File: config.mk
export PLATFORM = sky130hd
export DESIGN_NAME = aes_word_shim
export DESIGN_NICKNAME = d
export VERILOG_FILES = /design/src/rtl/aes_shim_pkg.sv /design/src/rtl/aes_shim_ser.sv /design/src/rtl/aes_word_shim.sv
export SDC_FILE = /design/constraint.sdc
export NUM_CORES = 1
export LEC_CHECK = 0
export CORE_ASPECT_RATIO = 0.6
export CORE_UTILIZATION = 57
export DETAILED_ROUTE_END_ITERATION = 7
export MAX_ROUTING_LAYER = met4
export PLACE_DENSITY = 0.83
export SETUP_SLACK_MARGIN = 0.1
export SLEW_MARGIN = 20
export SYNTH_ARGS = -nofsm -noshare
export SYNTH_HDL_FRONTEND = slang
export SYNTH_SLANG_ARGS = --single-unit
File: constraint.sdc
create_clock -name clk -period 82.9 [get_ports clk]
set_input_delay 24.87 -clock clk [delete_from_list [all_inputs] [get_ports clk]]
set_output_delay 24.87 -clock clk [all_outputs]
set_load 0.005 [all_outputs]
File: src/rtl/aes_shim_pkg.sv
// Shared types and constants for the aes_word_shim word-serial AES front/back end.
// Optional key-reuse bursts are enabled by defining AES_SHIM_KEY_REUSE_EN.
package aes_shim_pkg;

    typedef enum logic [1:0] {
        LOAD  = 2'd0,
        WAIT  = 2'd1,
        DRAIN = 2'd2
    } shim_state_e;

    localparam logic [2:0] KEY_W0     = 3'd0;
    localparam logic [2:0] PT_W0      = 3'd4;
    localparam int         NWORDS_OUT = 4;

    // Slot 0 is the most significant word of the 128-bit block.
    function automatic logic [127:0] put_word(input logic [127:0] blk,
                                              input logic [1:0]   slot,
                                              input logic [31:0]  w);
        logic [127:0] r;
        r = blk;
        r[127 - 32*int'(slot) -: 32] = w;
        return r;
    endfunction

    function automatic logic [31:0] get_word(input logic [127:0] blk,
                                             input logic [1:0]   slot);
        return blk[127 - 32*int'(slot) -: 32];
    endfunction

endpackage

File: src/rtl/aes_shim_ser.sv
// 128->32 output serializer: captures the core ciphertext once and drains it
// MS word first over a valid/ready handshake.
module aes_shim_ser
    import aes_shim_pkg::*;
(
    input  logic         clk,
    input  logic         rst,
    input  logic         capture,
    input  logic [127:0] cap_in,
    input  logic         out_ready,
    output logic         out_valid,
    output logic [31:0]  out_data,
    output logic         done
);

    localparam logic [1:0] LAST = 2'(NWORDS_OUT - 1);

    logic [127:0] cap_q;
    logic [1:0]   idx;

    assign done = out_valid && out_ready && (idx == LAST);

    // NOTE: state registers use non-blocking assignments so every flop samples pre-edge values.
    always_ff @(posedge clk or posedge rst) begin
        if (rst) begin
            cap_q     <= '0;
            idx       <= '0;
            out_valid <= 1'b0;
            out_data  <= '0;
        end else if (capture) begin
            cap_q     <= cap_in;
            idx       <= '0;
            out_valid <= 1'b1;
            out_data  <= get_word(cap_in, 2'd0);
        end else if (out_valid && out_ready) begin
            if (idx == LAST) begin
                idx       <= '0;
                out_valid <= 1'b0;
                out_data  <= '0;
            end else begin
                idx      <= idx + 2'd1;
                out_data <= get_word(cap_q, idx + 2'd1);
            end
        end
    end

endmodule

File: src/rtl/aes_word_shim.sv
// Word-serial front/back end for the pipelined aes_128 core: loads key/plaintext
// words, waits the core latency, drains the ciphertext. Option: AES_SHIM_KEY_REUSE_EN.
module aes_word_shim
    import aes_shim_pkg::*;
#(
    parameter int AES_LATENCY = 21,
    parameter int WORD_W      = 32
) (
    input  logic              clk,
    input  logic              rst,
    input  logic              in_valid,
    output logic              in_ready,
    input  logic [WORD_W-1:0] in_data,
`ifdef AES_SHIM_KEY_REUSE_EN
    input  logic              in_key_keep,
`endif
    output logic [127:0]      aes_state,
    output logic [127:0]      aes_key,
    input  logic [127:0]      aes_out,
    output logic              out_valid,
    input  logic              out_ready,
    output logic [WORD_W-1:0] out_data,
    output logic              busy
);

    localparam logic [7:0] LAT_LAST = 8'(AES_LATENCY - 1);

    shim_state_e  state;
    logic [2:0]   word_cnt;
    logic [7:0]   lat_cnt;
    logic [127:0] key_sh;
    logic [127:0] pt_sh;
    logic         keep_q;
    logic         keep_now;
    logic [2:0]   wr_idx;
    logic         in_fire;
    logic         capture;
    logic         done;

`ifdef AES_SHIM_KEY_REUSE_EN
    assign keep_now = in_key_keep && (word_cnt == KEY_W0);
`else
    assign keep_now = 1'b0;
`endif

    // A key-keep burst starts directly at the first plaintext slot.
    assign wr_idx  = keep_now ? PT_W0 : word_cnt;
    assign in_fire = in_valid && in_ready;
    assign capture = (state == WAIT) && (lat_cnt == LAT_LAST);

    always_ff @(posedge clk or posedge rst) begin
        if (rst) begin
            state     <= LOAD;
            word_cnt  <= KEY_W0;
            lat_cnt   <= '0;
            key_sh    <= '0;
            pt_sh     <= '0;
            keep_q    <= 1'b0;
            aes_key   <= '0;
            aes_state <= '0;
            in_ready  <= 1'b1;
            busy      <= 1'b0;
        end else begin
            case (state)
                LOAD: begin
                    if (in_fire) begin
                        if (wr_idx[2]) pt_sh  <= put_word(pt_sh,  wr_idx[1:0], in_data);
                        else           key_sh <= put_word(key_sh, wr_idx[1:0], in_data);
                        if (word_cnt == KEY_W0) keep_q <= keep_now;
                        // Core inputs change only once the whole block is in hand.
                        if (wr_idx == 3'd7) begin
                            aes_state <= put_word(pt_sh, 2'd3, in_data);
                            if (!keep_q) aes_key <= key_sh;
                            word_cnt  <= KEY_W0;
                            lat_cnt   <= '0;
                            state     <= WAIT;
                            in_ready  <= 1'b0;
                            busy      <= 1'b1;
                        end else begin
                            word_cnt <= wr_idx + 3'd1;
                        end
                    end
                end
                WAIT: begin
                    lat_cnt <= lat_cnt + 8'd1;
                    if (lat_cnt == LAT_LAST) state <= DRAIN;
                end
                DRAIN: begin
                    if (done) begin
                        state    <= LOAD;
                        in_ready <= 1'b1;
                        busy     <= 1'b0;
                    end
                end
                default: begin
                    state    <= LOAD;
                    in_ready <= 1'b1;
                    busy     <= 1'b0;
                end
            endcase
        end
    end

    aes_shim_ser u_ser (
        .clk       (clk),
        .rst       (rst),
        .capture   (capture),
        .cap_in    (aes_out),
        .out_ready (out_ready),
        .out_valid (out_valid),
        .out_data  (out_data),
        .done      (done)
    );

endmodule

Yosys cells after proc, flatten, opt, wreduce, memory -nomap -nowiden
Cells that the tools add are included.

Register bits: 690. Bits of input ports: 164. Word-level logic and storage cells: 77.

$add $sub $neg: 6. Equal/unequal tests: 9. Shift-type cells: 3. Multiplexer cells: 28. Bitwise logic cells: 2. Reductions and logical operators: 16.

Operators with widths (count): bitwise mux 128 bit (2); variable shift 32 x 33 -> 159 bit, first input constant (1); variable part select 159 x 32 -> 32 bit (1); variable part select 32 x 33 -> 159 bit (1); two-way mux 32 bit (3); negation 8 -> 33 bit (1); two-way mux 8 bit (2); one-hot mux 8 bit (2 select lines) (1); subtractor 7 x 7 -> 8 bit, first input constant (2); two-way mux 2 bit (7); AND reduction 3 bit (4); two-way mux 1 bit (9); adder 8 x 1 -> 8 bit, second input constant (1); == test 8 x 5 -> 1 bit, second input constant (1); AND reduction 4 bit (2); != test 2 bit, second input constant (3); one-hot mux 1 bit (3 select lines) (2); one-hot mux 2 bit (3 select lines) (1); nonzero test 2 bit (3); == test 2 bit, second input constant (2); logical AND 1 bit (4); AND reduction 2 bit (2); adder 3 x 1 -> 3 bit, second input constant (1); == test 3 bit, second input constant (1); other kinds (6) (7).

Depth between registers and ports, before layout
Word-level depth: 6. Depth in mapped cells: 7.

Cells and area by module
From an unflattened synthesis, not the netlist that was laid out.

Cells, all modules: 1683. Area, all modules: 26704.4 µm².

Modules (own cells, without submodules): aes_word_shim (times used 1, cells an instance 1250, area each 19656.4 µm²); aes_shim_ser (times used 1, cells an instance 433, area each 7048.0 µm²).

Worst setup path before layout
OpenSTA, ideal clock, no wires.

Path kind: input to register. From: input in_valid. To: register aes_key[10]. Library setup time: 0.125 ns. Arrival time: 26.112 ns. Data required time: 82.775 ns. Setup slack: 56.663 ns. Cell stages on the path: 6. Path buffers: 3. Cell sequence: and4bb_2 > buf_2 > nand2_1 > buf_2 > buf_2 > mux2_2.

Cells in the longest elaborated chain, start to end: 2.

RTL lines: from (decl) (line aes_word_shim.sv:11) `input logic in_valid,`; logical AND 1 bit (line aes_word_shim.sv:48) `assign in_fire = in_valid && in_ready;`; AND reduction 3 bit (no source line); to (signal assigned) (line aes_word_shim.sv:73) `if (!keep_q) aes_key <= key_sh;`; to (decl) (line aes_word_shim.sv:18) `output logic [127:0] aes_key,`.

No other way between the ends. A chain may end at the register's enable or synchronous reset.

Final worst setup path
From: input in_valid. To: register aes_state[16].

Cells in the longest elaborated chain, start to end: 2.

RTL lines: logical AND 1 bit (line aes_word_shim.sv:48); AND reduction 3 bit (no source line); to (signal assigned) (line aes_word_shim.sv:72) `aes_state <= put_word(pt_sh, 2'd3, in_data);`; to (decl) (line aes_word_shim.sv:17) `output logic [127:0] aes_state,`.

No other way between the ends.

==> metrics.md <==
| Metric | Value |
|---|---|
| Net Sw Power | `286 µW` |
| Antenna violations before repair | `5` |
| Hold-fix buffers at CTS | `0` |
| Starting Density | `58.7%` |
| I/O pin total | `455` |
| Placed cell area | `31,600 µm²` |
| Required @ worst endpoint | `83.37 ns` |
| Vias | `15,729` |
| ANT nets after route | `0` |
| Outcome | `finished, final reports clean` |
| Die ar. | `47,600 µm²` |
| CTS buffer count | `57` |
| Distinct cells, synth | `40` |
| CTS Root Cell | `clkbuf_16` |
| Max-cap violations | `0` |
| Clock skew | `0.0253 ns` |
| RSZ-0062 raised after global routing | `no` |
| Vias in the first global route | `16,848` |
| Most used DFF post-synth | `dfrtp_1` |
| # rows | `60` |
| # fillers | `2,845` |
| Final period demand of the worst path | `27.47 ns` |
| Yosys reg bits | `658` |
| Mapped Area | `26,600 µm²` |
| Post-synthesis cell count | `1,681` |
| Avg Cell Area, Syn | `15.8 µm²` |
| Critical Path Start Type | `input pin` |
| Layout cells sized above 1 | `36.2%` |
| Hold Crit Class | `flip-flop to flip-flop` |
| Die height | `169 µm` |
| Area share of the largest cell type after synthesis | `61.7%` |
| Count leader, synth | `dfrtp_1` |
| Sequential fraction of design power | `46.2%` |
| Synth cell count leaders | `dfrtp_1 (657), mux2_2 (621), and2_1 (96), buf_2 (55)` |
| Global-route wire length before repair | `101,000 µm` |
| Number of flops mapped to enable cells by yosys | `0` |
| Final Wtd Congestion | `0.819` |
| Lkg Pwr | `0.0159 µW` |
| Final setup vio count | `0` |
| Syn nets | `1,853` |
| Post-route cell area | `33,600 µm²` |
| DR DRC count | `0` |
| Rel. slew slack | `24.1%` |
| Area Growth Syn to Fin | `26.0%` |
| 1st-iter DRT viols | `1,073` |
| Worst setup EP type | `flip-flop` |
| Nets@finish | `2,277` |
| H-tree levels | `2` |
| Internal cell power | `743 µW` |
| Fin. max-slew vios | `0` |
| Final worst path period share | `33.1%` |
| Routed wire length per instance | `23.8 µm` |
| Synth area leader | `dfrtp_1` |
| CTS tree | `done` |
| Synth top area cells | `dfrtp_1 (62%), mux2_2 (26%), mux4_2 (2.7%)` |
| Final setup TNS | `0 ns` |
| Critical Path AT | `27.94 ns` |
| Total track usage | `28.8%` |
| Yosys warns | `0` |
| Actual slew at the worst max-slew pin | `1.14 ns` |
| DRT Pass-1 Iters | `5` |
| Sink Count | `658` |
| Worst-Skew Late Latency | `0.59 ns` |
| Fmax | `36.4 MHz` |
| CTS resizes | `0` |
| Clk buf depth | `3` |
| Via-to-Cell Ratio | `5.67` |
| Synth async-reset ratio | `100%` |
| Clock Power Share | `26.9%` |
| Clk slew on worst S/H paths | `0.07 ns` |
| Switching share of power | `27.8%` |
| Worst VDD drop | `0.0204 mV` |
| Final hold vios | `0` |
| WS Path Type | `input pin to flip-flop` |
| Post-CTS Setup Inserts | `0` |
| PortBufs | `454` |
| Largest net degree at the start of global routing | `207` |
| Core region area | `45,400 µm²` |
| Part of the power in combinational logic | `27.0%` |
| DP HPWL | `43,400 µm` |
| Sequential share of the synthesized area | `61.8%` |
| Pwr per Cell Area | `30.6 nW/µm²` |
| Die width | `281 µm` |
| Routed WL | `65,900 µm` |
| CP Max Fanout | `119` |
| Grt total ovfl | `0` |
==> power by group through the flow <==
stage,logic [µW],clock network [µW],registers (µW)
after floorplan,182,0,460
after global placement,266,0,472
after detailed placement,277,0,479
after CTS,279,281,474
after global routing,298,294,487
final,277,276,475
==> cell families (layout without fill, tap and decap cells) <==
| logic type | count (synthesis) | after routing | share of synthesized area [%] |
|---|---|---|---|
| multiplexers | 675 | 675 | 29.9 |
| flip-flops | 658 | 658 | 61.8 |
| AND/OR/NAND/NOR | 169 | 169 | 3.96 |
| buffers and inverters | 111 | 580 | 2.30 |
| AO/OA/AOI/OAI | 60 | 60 | 1.68 |
| adder cells (fa/ha/maj) | 8 | 8 | 0.376 |
| other | 0 | 2 | 0 |
==> registers in the layout (all words and copies together) (netlist names) <==
signal and count:
aes_key 128, aes_state 128, key_sh 128, u_ser.cap_q 128, pt_sh 96, u_ser.out_data 32, lat_cnt 8, word_cnt 3
state 2, u_ser.idx 2, busy 1, in_ready 1, u_ser.out_valid 1
==> layout by cell type (no fill, tap or decap), drive strengths merged, types with 3 or more instances in the layout <==
| master | count |
|---|---|
| dfrtp | 657 |
| mux2 | 640 |
| clkdlybuf4s50 | 454 |
| and2 | 96 |
| clkbuf | 80 |
| mux4 | 32 |
| a22o | 32 |
| and3 | 32 |
| o21ai | 14 |
| clkinv | 14 |
| nand3 | 13 |
| inv | 12 |
| buf | 12 |
| ha | 8 |
| bufinv | 7 |
| nand2 | 6 |
| a21o | 5 |
| mux2i | 3 |
| nor2b | 3 |
==> per-layer routing <==
layer,track usage (%),vias up,routed length [µm]
li1,-,6858,-
met5,-,-,0
met4,8.89,0,2250
met2,43.8,380,31300
met3,5.53,131,3250
met1,39.5,8360,29100
==> worst max-delay path, stage by stage <==
cell	delay, ns
clkdlybuf4s50_1	0.45
and4bb_2	0.41
nand2_4	0.63
buf_12	0.46
buf_16	0.48
mux2_2	0.42
==> area by class of cell <==
class	instances	area (µm²)	share of cell area, %
Sequential cell	658	16500	49.0
Multi-Input combinational cell	912	9650	28.7
Timing Repair Buffer	466	4700	14.0
Clock buffer	80	1630	4.86
Tap cell	620	776	2.31
Clock inverter	24	305	0.909
Inverter	10	45.0	0.134
Antenna cell	2	5.00	0.0149
==> through the flow <==
step                hold WS (ns)  cells  setup slack (ns)  utilization [%]  power (µW)
global route               0.504   2771             55.33             73.9        1080
detailed placement         0.475   2665             54.82             69.6         756
global placement           0.464   2665             54.93             69.6         738
finish                     0.485   2772             55.43             73.9        1030
CTS                        0.490   2769             55.42             73.8        1030
floorplan                  0.453   1681             39.59                -         642
==> worst paths after layout <==
path	depth (start not counted)	from	slack, ns	end
worst min register to register	1	u_ser.cap_q[91]	0.49	u_ser.cap_q[91]
worst max-delay path	6	in_valid	55.43	aes_state[16]
worst max register to register	6	word_cnt[0]	79.26	aes_state[16]
worst min-delay path	1	u_ser.cap_q[91]	0.49	u_ser.cap_q[91]
max in group asynchronous	4	rst	55.86	u_ser.cap_q[120]
min in group asynchronous	2	rst	24.83	pt_sh[91]
(Power assumes the default switching activity.)
